<file path="src/rtl/eb1_pkg.sv">
// eb1_pkg: shared types and constants for the debug command sequencer.
package eb1_pkg;
  typedef enum logic [2:0] {
    DBG_IDLE,
    DBG_WAIT_HALT,
    DBG_ISSUE,
    DBG_WAIT_DONE,
    DBG_RESP
  } eb1_dbg_seq_state_t;
  localparam logic [1:0] DBG_TYPE_GPR = 2'h0;
  localparam logic [1:0] DBG_TYPE_CSR = 2'h1;
  localparam logic [1:0] DBG_TYPE_MEM = 2'h2;
endpackage

</file>
<file path="src/rtl/eb1_dec_dbg_cmd_seq.sv">
// eb1_dec_dbg_cmd_seq: sequences DM abstract GPR/CSR commands into a one-shot decode injection with timeout.
module eb1_dec_dbg_cmd_seq
  import eb1_pkg::*;
#(
  parameter int TIMEOUT_CYCLES = 255,
  parameter int CNT_W          = 8
) (
  input  logic        clk,
  input  logic        rst,
  input  logic        dm_cmd_valid,
  output logic        dm_cmd_ready,
  input  logic        dm_cmd_write,
  input  logic [1:0]  dm_cmd_type,
  input  logic [31:0] dm_cmd_addr,
  input  logic [31:0] dm_cmd_wrdata,
  input  logic        dec_tlu_dbg_halted,
  input  logic        dec_tlu_pipe_empty,
  input  logic        dec_dbg_cmd_done,
  input  logic        dec_dbg_cmd_fail,
  input  logic [31:0] dec_dbg_rddata,
  output logic        dbg_cmd_valid,
  output logic        dbg_cmd_write,
  output logic [1:0]  dbg_cmd_type,
  output logic [31:0] dbg_cmd_addr,
  output logic [31:0] dbg_cmd_wrdata,
  output logic        dbg_rsp_valid,
  input  logic        dbg_rsp_ready,
  output logic        dbg_rsp_fail,
  output logic [31:0] dbg_rsp_data
);
  localparam logic [CNT_W-1:0] TMO = CNT_W'(TIMEOUT_CYCLES);
  eb1_dbg_seq_state_t state, nxt;
  logic [CNT_W-1:0] cnt;
  logic rsp_ld, rsp_fail_nxt, wait_st, tmo, hs, accept, ended;
  logic [31:0] rsp_data_nxt;
  assign wait_st       = state == DBG_WAIT_HALT || state == DBG_WAIT_DONE;
  assign tmo           = cnt == TMO;
  assign accept        = state == DBG_IDLE && dm_cmd_valid;
  assign hs            = state == DBG_RESP && dbg_rsp_ready;
  assign ended         = dec_dbg_cmd_done || dec_dbg_cmd_fail;
  assign dm_cmd_ready  = state == DBG_IDLE;
  assign dbg_cmd_valid = state == DBG_ISSUE;
  assign dbg_rsp_valid = state == DBG_RESP;
  always_comb begin
    nxt          = state;
    rsp_fail_nxt = 1'b1;
    rsp_data_nxt = '0;
    case (state)
      DBG_IDLE:      nxt = !dm_cmd_valid ? DBG_IDLE :
                           (dm_cmd_type == DBG_TYPE_GPR || dm_cmd_type == DBG_TYPE_CSR) ? DBG_WAIT_HALT : DBG_RESP;
      DBG_WAIT_HALT: nxt = (dec_tlu_dbg_halted && dec_tlu_pipe_empty) ? DBG_ISSUE : tmo ? DBG_RESP : DBG_WAIT_HALT;
      DBG_ISSUE:     nxt = DBG_WAIT_DONE;
      DBG_WAIT_DONE: begin
        nxt          = (ended || !dec_tlu_dbg_halted || tmo) ? DBG_RESP : DBG_WAIT_DONE;
        rsp_fail_nxt = ended ? dec_dbg_cmd_fail : 1'b1;
        rsp_data_nxt = (dec_dbg_cmd_done && !dec_dbg_cmd_fail && !dbg_cmd_write) ? dec_dbg_rddata : '0;
      end
      DBG_RESP:      nxt = dbg_rsp_ready ? DBG_IDLE : DBG_RESP;
      default:       nxt = DBG_IDLE;
    endcase
    rsp_ld = nxt == DBG_RESP && state != DBG_RESP;
  end
  always_ff @(posedge clk or posedge rst) begin
    if (rst) begin
      state          <= DBG_IDLE;
      cnt            <= '0;
      dbg_cmd_write  <= 1'b0;
      dbg_cmd_type   <= '0;
      dbg_cmd_addr   <= '0;
      dbg_cmd_wrdata <= '0;
      dbg_rsp_fail   <= 1'b0;
      dbg_rsp_data   <= '0;
    end else begin
      state <= nxt;
      // saturates at the timeout value; restarts on every state change
      cnt   <= (nxt != state) ? '0 : (wait_st && !tmo) ? cnt + 1'b1 : cnt;
      if (accept) begin
        dbg_cmd_write  <= dm_cmd_write;
        dbg_cmd_type   <= dm_cmd_type;
        dbg_cmd_addr   <= dm_cmd_addr;
        dbg_cmd_wrdata <= dm_cmd_wrdata;
      end else if (hs) begin
        dbg_cmd_write  <= 1'b0;
        dbg_cmd_type   <= '0;
        dbg_cmd_addr   <= '0;
        dbg_cmd_wrdata <= '0;
      end
      if (rsp_ld) begin
        dbg_rsp_fail <= rsp_fail_nxt;
        dbg_rsp_data <= rsp_data_nxt;
      end else if (hs) begin
        dbg_rsp_fail <= 1'b0;
        dbg_rsp_data <= '0;
      end
    end
  end
endmodule

</file>
<file path="config.mk">
export PLATFORM = sky130hd
export DESIGN_NAME = eb1_dec_dbg_cmd_seq
export DESIGN_NICKNAME = d
export VERILOG_FILES = /design/src/rtl/eb1_pkg.sv /design/src/rtl/eb1_dec_dbg_cmd_seq.sv
export SDC_FILE = /design/constraint.sdc
export NUM_CORES = 1
export LEC_CHECK = 0
export ABC_AREA = 0
export CAP_MARGIN = 40
export CORE_MARGIN = 2
export CORE_UTILIZATION = 39
export CTS_BUF_LIST = sky130_fd_sc_hd__clkbuf_8
export CTS_CLUSTER_SIZE = 40
export DETAILED_ROUTE_END_ITERATION = 6
export GPL_TIMING_DRIVEN = 0
export PLACE_DENSITY = 0.8
export RECOVER_POWER = 25
export SLEW_MARGIN = 40
export SYNTH_ARGS = -nofsm -noshare
export SYNTH_HDL_FRONTEND = slang
export SYNTH_SLANG_ARGS = --single-unit
</file>
<file path="constraint.sdc">
create_clock -name clk -period 3.4 [get_ports clk]
set_clock_uncertainty 0.05 [all_clocks]
set_input_delay 0.68 -clock clk [delete_from_list [all_inputs] [get_ports clk]]
set_output_delay 0.68 -clock clk [all_outputs]
set_load 0.01 [all_outputs]
</file>
==> impl_metrics.toml <==
[sta]
tns_ns = 0
setup_violations = 0
finalMaxSlewViolations = 0
hold_viol = 0
period_needed_ns = 2.62
worst_slew_pin_slew_ns = 1.38
rsz0062_at_grt = "false"
worst_slack_ns = 0.780
fin_crit_sh_pct = 77.1
fmax_ghz = 0.382
relSlewSlack_pct = 8.07

[cells_and_area]
nets = 779
drive_gt1_share_pct = 6.95
syn_to_final_growth_pct = 54.5
diodes = 0

[worst_setup_path]
cp-end-kind = "output port"
crit_path_start_kind = "flip-flop"
worst_ep_arrival_time_ns = 1.89
cp_data_required_time_ns = 2.67
cp_max_fo = 10
critPathKind = "flip-flop to output port"

[logic_synthesis]
synthTopCellsByArea = "dfrtp_1 (60%), nand2_1 (11%), o21ai_0 (7.4%)"
synth-edff-count = 0
yosysMostFrequentCell = "nand2_1"
ys_seq_area_share_pct = 59.6
yosys-top-cells-count = "nand2_1 (133), dfrtp_1 (111), o21ai_0 (69)"
yosys.cell_types.count = 45
syn_area_um2 = 4660
synth_top_cell_by_area = "dfrtp_1"
synth_top_area_share_pct = 59.6
ys_async_sr_fraction_pct = 100
ys_warn_count = 0
ys_seq_elements = 111
synthCells = 447
synth-main-ff-cell = "dfrtp_1"
syn_nets = 555
syn_area_per_cell_um2 = 10.4

[power_and_ir_drop]
power.switching_uw = 1810
p_clk_share_pct = 16.3
swShare_pct = 34.8
seq_power_share_pct = 39.0
power.density_nw_per_um2 = 722
power_leakage_uw = 0.00315
power_frac_comb_pct = 44.7
ir_drop_mv = 0.428
intPower_uw = 3390

[floorplan]
die_height_um = 113
dieArea_um2 = 12800
core_area_um2 = 11500
die_w_um = 113
rows = 39
start_util_pct = 40.4
ios = 210

[clocking]
clkLatencyLatePin_ns = 0.37
cts.repair.resized = 0
cts_inserted_buffers = 9
postCtsSetupBuffers = 0
cts.sinks = 111
path_clk_slew_ns = 0.10
htree_levels = 3
cts_tree = "done"
hold_buffers = 0
clockBufferDepth = 2
clockRootBuffer = "clkbuf_8"

[global_route]
grt_max_degree = 27
grt-busiest-layer = "met2"
antenna_found_initial = 0
grt_use_met2_pct = 36.6
grt_overflow = 0
grt_first_pass_wirelength_mm = 21.9
grt_use_met3_pct = 5.84
use_met1_pct = 26.6
grt_pass1_vias = 4311
track_usage_pct = 21.6

[placement]
port_buffers = 209
pre_cts_slack_ns = 0.580
place_hpwl_mm = 10.4
gp_congestion = 0.828

[drt]
routedWlPerCell_um = 16.7
ant_nets = 0
drtIter0Drc = 184
first_pass_iters = 4
viasPerCell = 5.10
drcViolationCount = 0
routed_wirelength_mm = 13.6
detailroute.via_count = 4175

[outcome]
outcome = "finished, final reports clean"

[hold_path]
hold_path.class = "flip-flop to flip-flop"

[job]
drv_cap = 0
==> per-layer routing <==
metal	wire length [um]	vias to the layer above	part of all wire, %
li1	-	1979	-
met1	5770	2010	42
met2	6660	162	49
met3	937	24	6.9
met4	274	0	2.0
met5	0	-	0
==> layout by cell type, fill, tap and decap left out, types with 3 or more instances in the layout <==
| cell type | n |
|---|---|
| clkdlybuf4s50_1 | 208 |
| nand3_1 | 4 |
| mux2i_1 | 4 |
| o21ai_0 | 69 |
| inv_1 | 5 |
| a21o_1 | 3 |
| nand2_1 | 133 |
| a22o_1 | 32 |
| clkbuf_8 | 12 |
| a21oi_1 | 3 |
| buf_2 | 10 |
| o22ai_1 | 3 |
| nor3_1 | 9 |
| nor2_1 | 3 |
| buf_6 | 7 |
| dfrtp_1 | 111 |
| clkbuf_1 | 16 |
==> sequential cells by signal, summed over array words and instances, names as in the netlist <==
signal          cells
cnt                 8
dbg_cmd_addr       32
dbg_cmd_type        2
dbg_cmd_wrdata     32
dbg_cmd_write       1
dbg_rsp_data       32
dbg_rsp_fail        1
state               3
==> through the flow <==
| step | util [%] | cell area, um^2 | power, uW | std cells | hold slack [ns] |
|---|---|---|---|---|---|
| 6_report | 62.5 | 7190 | 5190 | 819 | 0.453 |
| 5_1_grt | 62.5 | 7190 | 5540 | 819 | 0.476 |
| 4_1_cts | 62.8 | 7240 | 5260 | 819 | 0.462 |
| 3_5_place_dp | 61.0 | 7020 | 4390 | 803 | 0.434 |
| 3_3_place_gp | 60.2 | 6930 | 4310 | 799 | 0.433 |
| 2_1_floorplan | - | 4660 | 3060 | 447 | 0.483 |
==> final cells by class <==
type / instances / area [um^2]
inverters: 5 / 20.0
well taps: 143 / 179
fillers: 949 / 4320
clock inverters: 4 / 51.3
flip-flops and latches: 111 / 2780
multi-input cells: 300 / 1680
repair buffers: 213 / 2140
plain buffers: 31 / 181
clock buffers: 12 / 165
==> cells by family after synthesis <==
kind of cell               after synthesis  share of synthesized area (%)
buffers and inverters                   36                           4.30
xor gates and xnor gates                 2                          0.376
AOI/OAI and AO/OA                      122                           17.9
and+or+nand+nor                        171                           16.6
muxes                                    4                          0.860
DFF                                    111                           59.6
adders and majority gates                1                          0.269
==> worst paths after layout <==
| check | depth (start not counted) | slack [ns] | to | from |
|---|---|---|---|---|
| min | 1 | 0.45 | dbg_rsp_data[0] | dbg_rsp_data[0] |
| max | 4 | 0.78 | dbg_rsp_valid | state[0] |
| max reg2reg | 5 | 1.25 | dbg_cmd_wrdata[11] | state[0] |
| max in group asynchronous | 3 | 0.81 | dbg_rsp_data[5] | rst |
| min in group asynchronous | 2 | 0.81 | dbg_rsp_data[28] | rst |
| min reg2reg | 1 | 0.45 | dbg_rsp_data[0] | dbg_rsp_data[0] |
==> power by group through the flow <==
stage / Clock (uW) / Combinational, uW / Sequential [uW]
2_1_floorplan: 0 / 850 / 2210
5_1_grt: 932 / 2530 / 2080
3_3_place_gp: 0 / 2290 / 2020
6_report: 848 / 2320 / 2020
3_5_place_dp: 0 / 2350 / 2050
4_1_cts: 877 / 2360 / 2030
==> critical path, cell delays in order (launching register included) <==
cell and delay [ns]:
dfrtp_1 0.46, buf_6 0.17, nor2_1 0.14, and2_4 0.18
clkdlybuf4s50_1 0.55
Note: power is estimated with default switching activity, not from simulation.
